File: config.mk
export PLATFORM = sky130hd
export DESIGN_NAME = aurora_hls_nfc_ctrl
export DESIGN_NICKNAME = d
export VERILOG_FILES = /design/src/rtl/aurora_hls_nfc_pkg.sv /design/src/rtl/aurora_hls_nfc_refresh_timer.sv /design/src/rtl/aurora_hls_nfc_ctrl.sv
export SDC_FILE = /design/constraint.sdc
export NUM_CORES = 1
export LEC_CHECK = 0
export ABC_AREA = 1
export CAP_MARGIN = 20
export CORE_MARGIN = 2
export CORE_UTILIZATION = 35
export CTS_BUF_LIST = sky130_fd_sc_hd__clkbuf_4 sky130_fd_sc_hd__clkbuf_8 sky130_fd_sc_hd__clkbuf_16
export DETAILED_ROUTE_END_ITERATION = 7
export PLACE_DENSITY = 0.62
export SETUP_SLACK_MARGIN = 0.1
export SLEW_MARGIN = 40
export SYNTH_ARGS = -nofsm -noshare
export SYNTH_HDL_FRONTEND = slang
export SYNTH_SLANG_ARGS = --single-unit
File: constraint.sdc
create_clock -name clk -period 1.97 [get_ports clk]
set_input_delay 0.4925 -clock clk [delete_from_list [all_inputs] [get_ports clk]]
set_output_delay 0.4925 -clock clk [all_outputs]
set_load 0.05 [all_outputs]
File: src/rtl/aurora_hls_nfc_pkg.sv
// Shared constants, state encoding and message helper for the Aurora NFC pause controller.
package aurora_hls_nfc_pkg;

   localparam logic [15:0] NFC_XOFF               = 16'hffff;
   localparam logic [15:0] NFC_XON                = 16'h0000;
   localparam int unsigned REFRESH_CYCLES_DEFAULT = 4096;

   typedef enum logic [1:0] {
      RUN       = 2'd0,
      SEND_XOFF = 2'd1,
      PAUSED    = 2'd2,
      SEND_XON  = 2'd3
   } nfc_state_e;

   // Message carried while a send state is presenting a beat.
   function automatic logic [15:0] nfc_msg(input nfc_state_e st);
      return (st == SEND_XOFF) ? NFC_XOFF : NFC_XON;
   endfunction

endpackage

File: src/rtl/aurora_hls_nfc_refresh_timer.sv
// XOFF refresh interval timer: down-counter loaded with CYCLES-1, expires at terminal count zero.
module aurora_hls_nfc_refresh_timer #(
   parameter int unsigned CYCLES = 4096
) (
   input  logic clk,
   input  logic rst_n,
   input  logic clear,
   input  logic enable,
   output logic expire
);

   localparam logic [15:0] TC_LOAD = 16'(CYCLES - 1);

   logic [15:0] cnt_q;
   logic [15:0] cnt_d;

   always_comb begin
      cnt_d = cnt_q;
      if (clear) begin
         cnt_d = TC_LOAD;
      end else if (enable && (cnt_q != 16'd0)) begin
         cnt_d = cnt_q - 16'd1;
      end
   end

   always_ff @(posedge clk or negedge rst_n) begin
      if (!rst_n) begin
         cnt_q <= TC_LOAD;
      end else begin
         cnt_q <= cnt_d;
      end
   end

   assign expire = enable && !clear && (cnt_q == 16'd0);

endmodule

File: src/rtl/aurora_hls_nfc_ctrl.sv
// Aurora native flow control sequencer: sends XOFF/XON on the NFC channel from FIFO watermarks and host pause requests.
// Optional XOFF refresh while paused is enabled by defining AURORA_HLS_NFC_REFRESH_EN.
//
// state     | meaning
// ----------+-----------------------------------------------------------
// RUN       | partner transmitting; watching pause_cond
// SEND_XOFF | presenting 16'hffff until accepted (first or refresh)
// PAUSED    | partner paused; watching resume_cond (and refresh timer)
// SEND_XON  | presenting 16'h0000 until accepted
module aurora_hls_nfc_ctrl
   import aurora_hls_nfc_pkg::*;
#(
   parameter int unsigned REFRESH_CYCLES = REFRESH_CYCLES_DEFAULT,
   parameter int unsigned PAUSE_SRCS     = 2
) (
   input  logic                  clk,
   input  logic                  rst_n,
   input  logic                  fifo_rx_prog_full,
   input  logic                  fifo_rx_prog_empty,
   input  logic [PAUSE_SRCS-1:0] pause_req,
   input  logic                  s_axi_nfc_tready,
   output logic                  s_axi_nfc_tvalid,
   output logic [15:0]           s_axi_nfc_tdata,
   output logic                  xoff_active,
   output logic [31:0]           xoff_count
);

   if ((REFRESH_CYCLES < 16) || (REFRESH_CYCLES > 65535) ||
       (PAUSE_SRCS < 1) || (PAUSE_SRCS > 8)) begin : g_param_check
      $error("aurora_hls_nfc_ctrl: parameter out of range");
   end

   nfc_state_e  state_q, state_d;
   logic        armed_q, armed_d;
   logic        xoff_active_q, xoff_active_d;
   logic [31:0] xoff_count_q, xoff_count_d;

   logic pause_cond;
   logic resume_cond;
   logic refresh_expire;

   // Full dominates empty, so simultaneous watermarks resolve toward pausing.
   assign pause_cond  = fifo_rx_prog_full | (|pause_req);
   assign resume_cond = fifo_rx_prog_empty & ~(|pause_req) & ~fifo_rx_prog_full;

   assign s_axi_nfc_tvalid = (state_q == SEND_XOFF) || (state_q == SEND_XON);
   assign s_axi_nfc_tdata  = s_axi_nfc_tvalid ? nfc_msg(state_q) : NFC_XON;
   assign xoff_active      = xoff_active_q;
   assign xoff_count       = xoff_count_q;

`ifdef AURORA_HLS_NFC_REFRESH_EN
   aurora_hls_nfc_refresh_timer #(
      .CYCLES (REFRESH_CYCLES)
   ) u_refresh_timer (
      .clk    (clk),
      .rst_n  (rst_n),
      .clear  (state_q != PAUSED),
      .enable (state_q == PAUSED),
      .expire (refresh_expire)
   );
`else
   assign refresh_expire = 1'b0;
`endif

   // armed_q holds off the first decision for one edge after reset release.
   always_comb begin
      state_d       = state_q;
      armed_d       = 1'b1;
      xoff_active_d = xoff_active_q;
      xoff_count_d  = xoff_count_q;
      unique case (state_q)
         RUN: begin
            if (armed_q && pause_cond) begin
               state_d = SEND_XOFF;
            end
         end
         SEND_XOFF: begin
            if (s_axi_nfc_tready) begin
               state_d       = PAUSED;
               xoff_active_d = 1'b1;
               // A refresh XOFF is recognisable by the partner already being paused.
               if (!xoff_active_q) begin
                  xoff_count_d = xoff_count_q + 32'd1;
               end
            end
         end
         PAUSED: begin
            if (resume_cond) begin
               state_d = SEND_XON;
            end else if (refresh_expire) begin
               state_d = SEND_XOFF;
            end
         end
         SEND_XON: begin
            if (s_axi_nfc_tready) begin
               state_d       = RUN;
               xoff_active_d = 1'b0;
            end
         end
         default: begin
            state_d = RUN;
         end
      endcase
   end

   always_ff @(posedge clk or negedge rst_n) begin
      if (!rst_n) begin
         state_q       <= RUN;
         armed_q       <= 1'b0;
         xoff_active_q <= 1'b0;
         xoff_count_q  <= '0;
      end else begin
         state_q       <= state_d;
         armed_q       <= armed_d;
         xoff_active_q <= xoff_active_d;
         xoff_count_q  <= xoff_count_d;
      end
   end

endmodule
---- Word-level counts from Yosys, hierarchy flattened ----
Index checks and enable logic that the tools add are counted.
operators by class
  reductions and logical operators ........ 8
  equality and inequality tests ........... 7
  $add $sub $neg .......................... 1
  multiplexer cells ....................... 10
  bitwise gates (word level) .............. 6
operator list
  cell                     count
  $add A32 B1 Y32 const B  1
  $mux W16                 2
  $mux W2                  4
  $ne A2 B2 Y1 const B     4
  $pmux W2 S4              1
  $reduce_and A3 Y1        2
  $eq A2 B2 Y1 const B     2
  $reduce_and A4 Y1        1
  $not A1 Y1               3
  $and A1 B1 Y1            2
  $eq A2 B1 Y1 const B     1
  $logic_not A2 Y1         1
  $mux W1                  2
  $pmux W1 S2              1
  $reduce_bool A2 Y1       1
  $reduce_or A2 Y1         1
  $logic_and A1 B1 Y1      1
  $logic_or A1 B1 Y1       1
  $or A1 B1 Y1             1
storage, ports and cells
  bits in registers ....................... 36
  output and inout port bits .............. 50
  word-level logic and storage cells ...... 36

---- Logic depth before layout (Yosys ltp) ----
  word-level depth ........................ 6
  gate-level depth with buffers ........... 10
  gate-level depth less buffers ........... 10

---- Least setup slack after synthesis ----
Ideal clock, no wire load.
  path type ............................... flip-flop to flip-flop
  from .................................... register state_q[1]
  to ...................................... register xoff_count_q[26] (netlist: xoff_count[26])
  buffers on the path ..................... 0
  cell stages (with the launch flop) ...... 10
  setup slack ............................. -0.302 ns
  arrival ................................. 2.152 ns
  period minus slack after synthesis ...... 2.272 ns
  path through ............................ dfrtp_1 inv_1 ha_1 nand3_2 nor2_2 nand2_2 nor2_4 nand3_1 nand2_1 nand2_1
between the ends
  cells in the longest elaborated chain, start to end .. 2
RTL lines
  item                         line                        source
  start: declaration           aurora_hls_nfc_ctrl.sv:33   nfc_state_e state_q, state_d;
  start signal: assignment     aurora_hls_nfc_ctrl.sv:113  state_q <= state_d;
  $eq A2 B1 Y1                 aurora_hls_nfc_ctrl.sv:71   unique case (state_q)
  $reduce_and A3 Y1 (no line)  --
  end signal: assignment       aurora_hls_nfc_ctrl.sv:116  xoff_count_q <= xoff_count_d;
  end: declaration             aurora_hls_nfc_ctrl.sv:36   logic [31:0] xoff_count_q, xoff_count_d;
No other way between the ends.
A chain may end at the register's enable or synchronous reset.

---- Worst setup path in the final report ----
  from .................................... register state_q[1]
  to ...................................... output port s_axi_nfc_tvalid
between the ends
  cells in the longest elaborated chain, start to end .. 2
  elaborated cells on any way between the ends .. 3
RTL lines
  item                                                 line                       source
  $eq A2 B1 Y1 / $eq A2 B2 Y1 (equally long branches)  aurora_hls_nfc_ctrl.sv:46  assign s_axi_nfc_tvalid = (state_q == SEND_XOFF) || (state_q == SEND_XON);
  $logic_or A1 B1 Y1 (*)                               aurora_hls_nfc_ctrl.sv:46
  end: declaration                                     aurora_hls_nfc_ctrl.sv:22  output logic s_axi_nfc_tvalid,
Mark *: on every way between the ends. The rest lies on a longest branch, timed or not.

==> reports/qor.txt <==
===========================================================================================
Result of the run                                                                 completed
GRT Overall Usage                                                                     15.4%
Register area share after synthesis                                                   41.2%
CP Launch Type                                                                         flop
Antenna diode count                                                                       0
Register clock-pin slew on the reported worst setup and hold paths                  0.07 ns
Kind of cell adding the most delay to the critical path                          flip-flops
DRT Pass-1 Iters                                                                          4
Share of cells above drive strength 1                                                 26.8%
Full die area                                                                   0.00690 mm2
Via density                                                                            4.63
Clock latency of the later-clocked register in the worst-skew pair                  0.29 ns
Mean cell area of the mapped netlist                                               7.90 um2
Cell area after placement                                                       0.00288 mm2
Setup repair after global routing missed its margin                                     yes
Number of distinct library cells after synthesis                                         24
Critical Path Source                                                             state_q[1]
TritonCTS clock tree                                                                    yes
Ratio of total power to cell area                                               1290 mW/mm2
Post-cts hold buffer count                                                                0
Number of enable flip-flop cells after synthesis                                          0
Worst reg2reg endpoint                                                         xoff_count[29]
Maximum ir drop on the vdd rail                                                     1.52 mV
Worst min-delay path category                                                       reg2reg
Hold violation count in the final report                                                  0
Die X-Extent                                                                        83.1 um
Top cell type's share of synthesized area                                             41.2%
Final Max Tran Viols                                                                      0
DRC violations left                                                                       0
I/O pin total                                                                            57
Overall Power                                                                       3.94 mW
Fin crit share                                                                        93.4%
Total wire length                                                                   5130 um
Number of placed instances, taps included                                               398
Setup crit end kind                                                             output port
Post-synth top area cell                                                       sky130_fd_sc_hd__dfrtp_1
Worst hold-check slack                                                             0.530 ns
Remaining number of nets flagged by the antenna check after routing                       0
Clock Tree Root                                                                sky130_fd_sc_hd__clkbuf_8
Core Util, Final                                                                      51.0%
Sink count of the clock tree                                                             36
Flip-flop and latch count after synthesis                                                36
Number of design-rule violations left by the first detailed-router iteration             98
Achievable clock frequency                                                          543 MHz
Final instance count without filler cells                                               411
First-pass GRT wire length                                                          8660 um
Register-to-register path setup slack                                               0.24 ns
Post-layout min period                                                              1.84 ns
Yosys warning total                                                                       0
Data arrival time of the critical path                                              1.35 ns
Final-layout setup total negative slack                                                0 ns
Final worst setup slack                                                            0.130 ns
Final worst clock skew                                                           0.00988 ns
Cell breakdown of the critical path                                            inv_2 -> ha_4 -> or2_4 -> buf_12
Vias in the first global route                                                         1828
Crit path buf inv count                                                                   2
Cell count along the critical path                                                        4
Routability congestion estimate                                                       0.891
Die Height                                                                          83.1 um
H-tree depth                                                                              2
Standard cell core area                                                         0.00599 mm2
Top area cells in the synthesized netlist                                      sky130_fd_sc_hd__dfrtp_1 (41%), sky130_fd_sc_hd__nand2_1 (12%), sky130_fd_sc_hd__inv_1 (6.5%)
Most common cell after layout, fill and taps aside                             sky130_fd_sc_hd__nand2_1
Synthesized cell area                                                           0.00219 mm2
Initial Util                                                                          36.5%
Largest stage delay on the critical path                                            0.41 ns
Static leakage                                                                      1.49 nW
Count of cells along the worst register-to-register path                                 10
Detailed-route wire length per cell                                                 12.5 um
Number of I/O port buffers                                                               56
Count of vias placed by the detailed router                                            1904
Critical path class                                                                 reg2out
Capturing instance or port of the critical path                                s_axi_nfc_tvalid
Setup Slack @ Placement                                                          -0.0308 ns
NumNets Final                                                                           348
Critical path peak fanout                                                                 4
CTS max path bufs                                                                         2
Pin count of the biggest net entering global routing                                     37
Required time of the worst setup path                                               1.48 ns
Reg2Reg Launch Point                                                             state_q[1]
Antenna violations before repair                                                          0
DP Wirelength                                                                       3910 um
Highest-count cells in the layout ignoring fill and taps                       sky130_fd_sc_hd__nand2_1 (70), sky130_fd_sc_hd__buf_4 (41), sky130_fd_sc_hd__inv_1 (37), sky130_fd_sc_hd__dfrtp_1 (36), sky130_fd_sc_hd__nand3_1 (26)
Critical path's slowest cell                                                   sky130_fd_sc_hd__dfrtp_1
Final-report setup violation count                                                        0
Post-synth ARST share                                                                  100%
Synthesized net count                                                                   290
Layout area overhead                                                                  39.6%
Sum of overflow across all layers after global routing                                    0
Design area                                                                     0.00305 mm2
Floorplan row count                                                                      28
Number of clock buffers inserted by TritonCTS                                             5
Synthesized instance count                                                              277
Max-capacitance violation count                                                           0
Dominant register cell in the synthesized netlist                              sky130_fd_sc_hd__dfrtp_1
===========================================================================================
-- layout make-up --
type / instances / area (um2)
multi-input combinational: 187 / 1040
clock inverter: 2 / 35.0
timing repair buffer: 66 / 756
inverter: 39 / 146
tap: 75 / 93.8
clock buffer: 6 / 76.3
sequential: 36 / 901
fill: 562 / 2940
-- worst min path at each step --
stage | depth (start not counted) | to | from
finish | 1 | xoff_count[14] | xoff_count[14]
global route | 1 | xoff_count[6] | xoff_count[6]
CTS | 1 | xoff_count[6] | xoff_count[6]
detailed placement | 1 | xoff_count[6] | xoff_count[6]
global placement | 2 | xoff_count[31] | xoff_count[31]
floorplan | 0 | armed_q | rst_n
-- routing by layer --
metal	global-route usage, %	vias to the layer above	wire length [um]
li1	-	973	-
met1	21.2	881	2460
met2	23.9	48	2410
met3	3.58	2	221
met4	5.22	0	47
met5	0	-	0
-- logic make-up (layout without fill, tap and decap cells) --
kind of cell | after synthesis | after routing | share of synthesized area (%)
flip-flops | 36 | 36 | 41.2
XOR/XNOR | 20 | 20 | 8.01
AO/OA/AOI/OAI | 3 | 3 | 0.858
other | 1 | 1 | 0.171
adder cells (fa/ha/maj) | 6 | 6 | 3.43
AND/OR/NAND/NOR | 157 | 157 | 34.5
buffers and inverters | 54 | 113 | 11.8
-- flip-flops by register name, indices dropped and copies added (netlist names) --
register and flops:
armed_q 1, state_q 2, xoff_count 32, xoff_active 1
-- repair_timing --
action | 4_1_cts | 5_1_grt
setup endpoints to repair | 17 | 17
buffers inserted | 2 | 2
gates resized for setup | 4 | 0
cloned | 1 | 0
-- cells in the mapped netlist, types with 2 or more instances --
| cell type | instances |
|---|---|
| sky130_fd_sc_hd__or2_2 | 2 |
| sky130_fd_sc_hd__dfrtp_1 | 36 |
| sky130_fd_sc_hd__nand2_2 | 2 |
| sky130_fd_sc_hd__nand3b_1 | 2 |
| sky130_fd_sc_hd__nor3_1 | 7 |
| sky130_fd_sc_hd__nor2_2 | 9 |
| sky130_fd_sc_hd__buf_4 | 15 |
| sky130_fd_sc_hd__inv_1 | 38 |
| sky130_fd_sc_hd__nor2_4 | 2 |
| sky130_fd_sc_hd__ha_1 | 6 |
| sky130_fd_sc_hd__nand4_1 | 12 |
| sky130_fd_sc_hd__nand3_1 | 26 |
| sky130_fd_sc_hd__nand2_1 | 70 |
| sky130_fd_sc_hd__nor2_1 | 21 |
| sky130_fd_sc_hd__o21ai_0 | 2 |
| sky130_fd_sc_hd__xor2_1 | 8 |
| sky130_fd_sc_hd__xnor2_1 | 12 |
-- worst register-to-register path, stage by stage, from the launching register on --
cell,delay (ns)
sky130_fd_sc_hd__dfrtp_1,0.42
sky130_fd_sc_hd__inv_2,0.09
sky130_fd_sc_hd__ha_4,0.18
sky130_fd_sc_hd__buf_4,0.14
sky130_fd_sc_hd__nand2_2,0.09
sky130_fd_sc_hd__nor2_8,0.19
sky130_fd_sc_hd__nand3_1,0.15
sky130_fd_sc_hd__nor2_2,0.14
sky130_fd_sc_hd__nand3_1,0.09
sky130_fd_sc_hd__nand2_1,0.07
sky130_fd_sc_hd__nand2_1,0.05
-- where the power goes --
group	leakage, nW	switching (mW)	internal [mW]	total (mW)
logic	0.952	1.31	1.07	2.38
registers	0.479	0.101	0.809	0.910
clock network	0.0586	0.265	0.389	0.654
total	1.49	1.68	2.27	3.94
No activity file was read; power rests on OpenSTA's default activity.
